**config.mk**
```make
export PLATFORM = sky130hd
export DESIGN_NAME = pcap_capture_sequencer
export DESIGN_NICKNAME = d
export VERILOG_FILES = /design/src/rtl/pcap_capture_sequencer.sv
export SDC_FILE = /design/constraint.sdc
export NUM_CORES = 1
export LEC_CHECK = 0
export CAP_MARGIN = 20
export CORE_MARGIN = 8
export CORE_UTILIZATION = 25
export DETAILED_ROUTE_END_ITERATION = 16
export SKIP_CTS_REPAIR_TIMING = 1
export SYNTH_ARGS = -nofsm -noshare
export SYNTH_HDL_FRONTEND = slang
export SYNTH_SLANG_ARGS = --single-unit
```
**constraint.sdc**
```tcl
create_clock -name clk_i -period 3.3 [get_ports clk_i]
set_clock_uncertainty 0.15 [all_clocks]
set_input_delay 0.825 -clock clk_i [delete_from_list [all_inputs] [get_ports clk_i]]
set_output_delay 0.825 -clock clk_i [all_outputs]
set_load 0.1 [all_outputs]
```
**src/rtl/pcap_capture_sequencer.sv**
```systemverilog
// pcap_capture_sequencer
//   Control-side sequencer for the position-capture datapath. The host fills
//   a table of capture-field indices. On each qualified capture the table is
//   walked one entry per clock to steer the capture mux. The block also owns
//   the arm/disarm/active lifecycle and reports done/status to the host.
//
// Optional build macro: PCAP_SEQ_LIMIT_EN
//   Adds max_samples_i / sample_count_o. The acquisition then ends (status OK)
//   once the number of completed sequences reaches a nonzero max_samples_i.
//
// Ports
//   clk_i, reset_i      clock, synchronous active-high reset
//   start_write_i       clear table (length 0, overflow flag cleared)
//   write_i             table data, low IDX_W bits stored
//   write_wstb_i        append write_i to table (IDLE only)
//   arm_i / disarm_i    start / abort acquisition
//   enable_i            level gate for captures; falling edge ends acquisition
//   capture_i           capture request
//   dma_full_i          downstream full, aborts acquisition
//   mux_idx_o           registered capture-mux field index
//   mux_valid_o         mux_idx_o valid this cycle
//   actv_o              acquisition active
//   done_o              one-cycle pulse at end of acquisition
//   status_o            end reason: 0 OK, 1 disarm, 2 overrun, 3 DMA full, 4 table overflow
module pcap_capture_sequencer #(
    parameter int unsigned DEPTH = 64,
    parameter int unsigned IDX_W = 6
) (
    input  logic             clk_i,
    input  logic             reset_i,
    input  logic             start_write_i,
    input  logic [31:0]      write_i,
    input  logic             write_wstb_i,
    input  logic             arm_i,
    input  logic             disarm_i,
    input  logic             enable_i,
    input  logic             capture_i,
    input  logic             dma_full_i,
`ifdef PCAP_SEQ_LIMIT_EN
    input  logic [31:0]      max_samples_i,
    output logic [31:0]      sample_count_o,
`endif
    output logic [IDX_W-1:0] mux_idx_o,
    output logic             mux_valid_o,
    output logic             actv_o,
    output logic             done_o,
    output logic [2:0]       status_o
);

    localparam int unsigned PTR_W = (DEPTH > 1) ? $clog2(DEPTH) : 1;
    localparam int unsigned LEN_W = $clog2(DEPTH + 1);
    localparam logic [LEN_W-1:0] FULL_LEN = LEN_W'(DEPTH);

    localparam logic [2:0] ST_OK      = 3'd0;
    localparam logic [2:0] ST_DISARM  = 3'd1;
    localparam logic [2:0] ST_OVERRUN = 3'd2;
    localparam logic [2:0] ST_DMA     = 3'd3;
    localparam logic [2:0] ST_TBL_OVF = 3'd4;

    typedef enum logic [1:0] {
        S_IDLE,
        S_ARMED,
        S_SEQ
    } state_t;

    state_t           r_state;
    logic [IDX_W-1:0] r_table [DEPTH];
    logic [LEN_W-1:0] r_len;
    logic             r_ovf;
    logic [PTR_W-1:0] r_rd_ptr;
    logic             r_en_d;
    logic             r_end_pend;
    logic [IDX_W-1:0] r_mux_idx;
    logic             r_mux_valid;
    logic             r_actv;
    logic             r_done;
    logic [2:0]       r_status;

    logic             w_idle;
    logic             w_qcap;
    logic             w_en_fall;
    logic             w_last;
    logic             w_arm_ok;
    logic             w_seq_done;
    logic             w_limit_hit;
    logic             w_tbl_we;
    logic [PTR_W-1:0] w_tbl_waddr;
    logic             w_end;
    logic [2:0]       w_end_status;
    logic             w_unused_write;

    assign w_unused_write = ^write_i[31:IDX_W];

    assign w_idle     = (r_state == S_IDLE);
    assign w_qcap     = capture_i & enable_i;
    assign w_en_fall  = r_en_d & ~enable_i;
    assign w_last     = (LEN_W'(r_rd_ptr) == (r_len - LEN_W'(1)));
    assign w_arm_ok   = w_idle & arm_i & ~r_ovf & (r_len != '0);
    // A sequence only counts as completed if its last entry is actually issued.
    assign w_seq_done = (r_state == S_SEQ) & w_last & ~dma_full_i & ~disarm_i;

    // Simultaneous clear+append stores the new entry at index 0.
    assign w_tbl_we    = ~reset_i & w_idle & write_wstb_i & (start_write_i | (r_len != FULL_LEN));
    assign w_tbl_waddr = start_write_i ? '0 : r_len[PTR_W-1:0];

`ifdef PCAP_SEQ_LIMIT_EN
    logic [31:0] r_sample_count;

    assign sample_count_o = r_sample_count;
    assign w_limit_hit    = (max_samples_i != '0) &&
                            (({1'b0, r_sample_count} + 33'd1) >= {1'b0, max_samples_i});

    always_ff @(posedge clk_i) begin
        if (reset_i) begin
            r_sample_count <= '0;
        end else if (w_arm_ok) begin
            r_sample_count <= '0;
        end else if (w_seq_done) begin
            r_sample_count <= r_sample_count + 32'd1;
        end
    end
`else
    assign w_limit_hit = 1'b0;
`endif

    // Abort/end decision, in priority order: DMA full, overrun, disarm,
    // then a pending enable-fall/limit end (only taken from ARMED so an
    // in-flight sequence finishes first).
    always_comb begin
        w_end        = 1'b0;
        w_end_status = ST_OK;
        if (r_state != S_IDLE) begin
            if (dma_full_i) begin
                w_end        = 1'b1;
                w_end_status = ST_DMA;
            end else if ((r_state == S_SEQ) && w_qcap && !w_last) begin
                w_end        = 1'b1;
                w_end_status = ST_OVERRUN;
            end else if (disarm_i) begin
                w_end        = 1'b1;
                w_end_status = ST_DISARM;
            end else if ((r_state == S_ARMED) && (r_end_pend || w_en_fall)) begin
                w_end        = 1'b1;
                w_end_status = ST_OK;
            end
        end
    end

    always_ff @(posedge clk_i) begin
        if (w_tbl_we) begin
            r_table[w_tbl_waddr] <= write_i[IDX_W-1:0];
        end
    end

    always_ff @(posedge clk_i) begin
        if (reset_i) begin
            r_state     <= S_IDLE;
            r_len       <= '0;
            r_ovf       <= 1'b0;
            r_rd_ptr    <= '0;
            r_en_d      <= 1'b0;
            r_end_pend  <= 1'b0;
            r_mux_idx   <= '0;
            r_mux_valid <= 1'b0;
            r_actv      <= 1'b0;
            r_done      <= 1'b0;
            r_status    <= ST_OK;
        end else begin
            r_en_d      <= enable_i;
            r_done      <= 1'b0;
            r_mux_valid <= 1'b0;

            if (w_idle) begin
                if (start_write_i) begin
                    r_len <= write_wstb_i ? LEN_W'(1) : '0;
                    r_ovf <= 1'b0;
                end else if (write_wstb_i) begin
                    if (r_len == FULL_LEN) begin
                        r_ovf <= 1'b1;
                    end else begin
                        r_len <= r_len + LEN_W'(1);
                    end
                end
            end

            if (w_end) begin
                r_state    <= S_IDLE;
                r_actv     <= 1'b0;
                r_done     <= 1'b1;
                r_status   <= w_end_status;
                r_end_pend <= 1'b0;
            end else begin
                case (r_state)
                    S_IDLE: begin
                        if (arm_i && r_ovf) begin
                            r_done   <= 1'b1;
                            r_status <= ST_TBL_OVF;
                        end else if (w_arm_ok) begin
                            r_state    <= S_ARMED;
                            r_actv     <= 1'b1;
                            r_status   <= ST_OK;
                            r_end_pend <= 1'b0;
                        end
                    end
                    S_ARMED: begin
                        if (w_qcap) begin
                            r_state  <= S_SEQ;
                            r_rd_ptr <= '0;
                        end
                    end
                    S_SEQ: begin
                        r_mux_valid <= 1'b1;
                        r_mux_idx   <= r_table[r_rd_ptr];
                        if (w_last) begin
                            r_rd_ptr <= '0;
                            // An end request seen during the sequence is
                            // honoured from ARMED on the following edge, so the
                            // last entry is still issued and a back-to-back
                            // capture is not allowed to restart.
                            if (r_end_pend || w_en_fall || w_limit_hit) begin
                                r_state    <= S_ARMED;
                                r_end_pend <= 1'b1;
                            end else if (!w_qcap) begin
                                r_state <= S_ARMED;
                            end
                        end else begin
                            r_rd_ptr <= r_rd_ptr + PTR_W'(1);
                            if (w_en_fall) begin
                                r_end_pend <= 1'b1;
                            end
                        end
                    end
                    default: r_state <= S_IDLE;
                endcase
            end
        end
    end

    assign mux_idx_o   = r_mux_idx;
    assign mux_valid_o = r_mux_valid;
    assign actv_o      = r_actv;
    assign done_o      = r_done;
    assign status_o    = r_status;

endmodule

```
==> implementation parameters <==
Parameter                              Value

Synth
  Multiplexer area fraction after synthesis    0.132
  Synth Instances    898
  Adder-cell share of the synthesized area    0.00531
  Main flop type after synthesis    sky130_fd_sc_hd__edfxtp_1
  Number of distinct library cell variants in the gate-level netlist after synthesis    53
  Async set-reset flop share out of synthesis    0
  Post-synth design cell area    0.0165 mm2
  Sequential share of the synthesized area    0.736
  Total of warnings raised by yosys    0
  Area share of the leading cell type in the synthesized netlist    0.699
  Cell accounting for the most synthesized area    sky130_fd_sc_hd__edfxtp_1
  Commonest cells post-synth    sky130_fd_sc_hd__edfxtp_1 (384), sky130_fd_sc_hd__mux4_2 (96), sky130_fd_sc_hd__nor2_1 (90)
  Synthesized net count    946
  Basic-gate share of the synthesized area counting and, or, nand and nor cells    0.0527
  #FFs+latches synth    414
  Largest family of logic cells by synthesized area    multiplexers
  Count of flip-flops with a built-in enable after synthesis    384
  Top post-synthesis cells by area    sky130_fd_sc_hd__edfxtp_1 (70%), sky130_fd_sc_hd__mux4_2 (13%), sky130_fd_sc_hd__dfxtp_1 (3.6%)
  Synthesized-area fraction occupied by xor and xnor cells    0.00637
  Mean instance size in the synthesized netlist    18.4 um2
  Most common cell in the netlist    sky130_fd_sc_hd__edfxtp_1
  Complex-gate fraction of the synthesized area    0.0531

Route
  Met2 routed wirelength    17200 um
  Number of DRC markers in iteration 0    651
  Detailed-routed wire length on met3    2240 um
  Initial DRT Pass Iterations    5
  Post-DR vias/cell    4.54
  Antenna-violating nets left    0
  WL final    37600 um
  Highest routing layer actually used    met5
  Routed len/inst    19.4 um
  Vias post-DR    8777
  DRC violations left    0
  Routed metal-1 wire length    17000 um

Floorplan
  Area of the core    0.0655 mm2
  Row cnt    94
  Initial cell density of the core    0.252
  Width of the die    273 um
  Num ports    53
  Overall die area    0.0744 mm2
  Vert. Die Dim    273 um

Worst hold path
  Hold depth    2
  Worst hold-check path type    flop to flop
  Hold path endpoint    status_o[1]$_SDFFE_PP0P_
  Launch instance of the worst min-delay path    status_o[1]$_SDFFE_PP0P_

Timing
  Final count of pins violating max slew    0
  Transition at the pin with the smallest max-transition slack    0.872 ns
  Highest Clock Rate    324 MHz
  Part of the cycle the worst path needs    0.935
  Period minus WS final    3.09 ns
  Final hold violation count    0
  Headroom to the max-slew limit    0.417
  RSZ-0062 raised after global routing    yes
  Count of endpoints failing setup in the final report    0
  Setup TNS    0 ns

Finish
  Number of nets in the layout    1083
  Number of non-filler instances in the completed layout    1932
  Area delta synth->final    20.4%
  Share of final-layout standard cells stronger than drive strength 1    0.283
  Number of fillers in the final layout    6335
  Core utilization of the finished layout    0.303
  Post-Layout Inst Area    0.0199 mm2

Global route
  GR Util All Layers    0.0996
  Via count of the first global-routing pass    9065
  Maximum number of pins on one net before global-route repair    65
  Number of antenna violations at the first check in global routing    4
  GRT overflow    0
  Global-route wire length before repair    57000 um

Setup path
  Critical path class    flop to flop
  Maximum fanout along the worst path    10
  Worst reg2reg startpoint    r_len[0]$_SDFFE_PP0P_
  Worst path required time    3.41 ns
  Worst R2R Path Depth    7
  End of the worst register-to-register path    r_table[2][4]$_DFFE_PP_
  Critical path data arrival time    3.20 ns
  Worst setup SP type    flop
  Register-to-register path setup slack    0.21 ns
  CP Capture Type    flop

Clock tree
  Clock H-tree levels    2
  Skew-Pair Late Insertion Delay    0.56 ns
  Clk pin slew, worst setup/hold paths    0.06 ns
  TritonCTS Buffers    44
  TritonCTS clock tree    yes
  Longest Clk Path Bufs    3
  Number of clock sinks seen by CTS    414
  Root Buffer Master    sky130_fd_sc_hd__clkbuf_16

Placement
  Weighted congestion at the end of routability-driven global placement    0.797
  Number of placed instances with taps included    1852
  Cell area after placement    0.0185 mm2
  # port buffers    26
  HPWL Detailed    24100 um

Pwr
  Part of the total power dissipated in the clock network    0.423
  Cell internal power dissipation    8.76 mW
  Switching component of the power    2.40 mW
  Sequential power share    0.519
  Tot Pwr    11.2 mW
  Switching power share of the total    0.215
  Pwr dens    562 mW/mm2
  Combinational share of power    0.058
  Max VDD drop    0.333 mV
  Static leakage power    6.16 nW

Status
  Run status    finished, final reports clean

Run
  Max Cap Violations    0
## power groups by stage
stage	combinational, mW	clock (mW)	sequential [mW]
after CTS	0.649	4.84	5.80
after global routing	0.699	5.03	5.80
after detailed placement	0.647	0	5.91
final	0.648	4.72	5.80
after floorplan	0.308	0	6.00
after global placement	0.634	0	5.90
## final cells by class
| cell class | count | area, um2 | share of cell area |
|---|---|---|---|
| multi-input cells | 428 | 4120 | 0.208 |
| well taps | 864 | 1080 | 0.0544 |
| diodes | 3 | 7.51 | 0.000378 |
| inverters | 10 | 37.5 | 0.00189 |
| clock inverters | 24 | 219 | 0.0110 |
| flip-flops and latches | 414 | 12100 | 0.611 |
| repair buffers | 137 | 1100 | 0.0552 |
| clock buffers | 52 | 1150 | 0.0580 |
## critical path, cell delays in order, from the launching register on
cell                      delay [ns]
sky130_fd_sc_hd__dfxtp_1        0.53
sky130_fd_sc_hd__inv_1          0.18
sky130_fd_sc_hd__ha_1           0.25
sky130_fd_sc_hd__and4_1         0.25
sky130_fd_sc_hd__nor4_1         0.48
sky130_fd_sc_hd__nand2_1        0.51
sky130_fd_sc_hd__nor2_1         0.23
sky130_fd_sc_hd__buf_4          0.19
## worst max-delay path by stage
stage / to / cells past startpoint / startpoint / slack [ns]
after floorplan: r_table[27][0]$_DFFE_PP_ / 8 / r_len[0]$_SDFFE_PP0P_ / 0.78
after global placement: r_table[2][3]$_DFFE_PP_ / 7 / reset_i / 0.06
after detailed placement: r_table[33][5]$_DFFE_PP_ / 7 / reset_i / 0.007
after CTS: r_table[57][4]$_DFFE_PP_ / 7 / r_len[0]$_SDFFE_PP0P_ / 0.25
after global routing: r_table[1][2]$_DFFE_PP_ / 7 / r_len[0]$_SDFFE_PP0P_ / -0.11
final: r_table[2][4]$_DFFE_PP_ / 7 / r_len[0]$_SDFFE_PP0P_ / 0.21
## per-layer routing
layer / GRT usage / vias up
li1: - / 3927
met1: 0.137 / 4534
met2: 0.155 / 253
met3: 0.0215 / 61
met4: 0.0357 / 2
met5: 0 / -
## flip-flops by register name (all words and copies together) (netlist names), 2 cells and up
signal     flops
status_o       3
r_state        2
r_len          7
r_table      384
mux_idx_o      6
r_rd_ptr       6
## kinds of logic after synthesis
| logic type | after synthesis |
|---|---|
| flops | 414 |
| simple gates | 188 |
| buf+inv | 56 |
| compound gates | 123 |
| xor+xnor | 12 |
| fa+ha+maj | 7 |
| mux | 98 |
## through the flow
step	hold slack, ns	setup WS, ns
6_report	0.312	0.213
5_1_grt	0.351	-0.113
4_1_cts	0.320	0.252
3_5_place_dp	0.313	0.00727
3_3_place_gp	0.291	0.0588
2_1_floorplan	0.311	0.783
## cells in the final DEF, fill, tap and decap left out, types with 10 or more instances in the layout
cell / n
sky130_fd_sc_hd__edfxtp_1: 384
sky130_fd_sc_hd__buf_4: 118
sky130_fd_sc_hd__mux4_2: 96
sky130_fd_sc_hd__nor2_1: 90
sky130_fd_sc_hd__clkbuf_16: 45
sky130_fd_sc_hd__a22oi_1: 44
sky130_fd_sc_hd__a21oi_1: 33
sky130_fd_sc_hd__nand2_1: 31
sky130_fd_sc_hd__dfxtp_1: 28
sky130_fd_sc_hd__nand3_1: 16
sky130_fd_sc_hd__inv_1: 10
No activity file was read; power rests on OpenSTA's default activity.
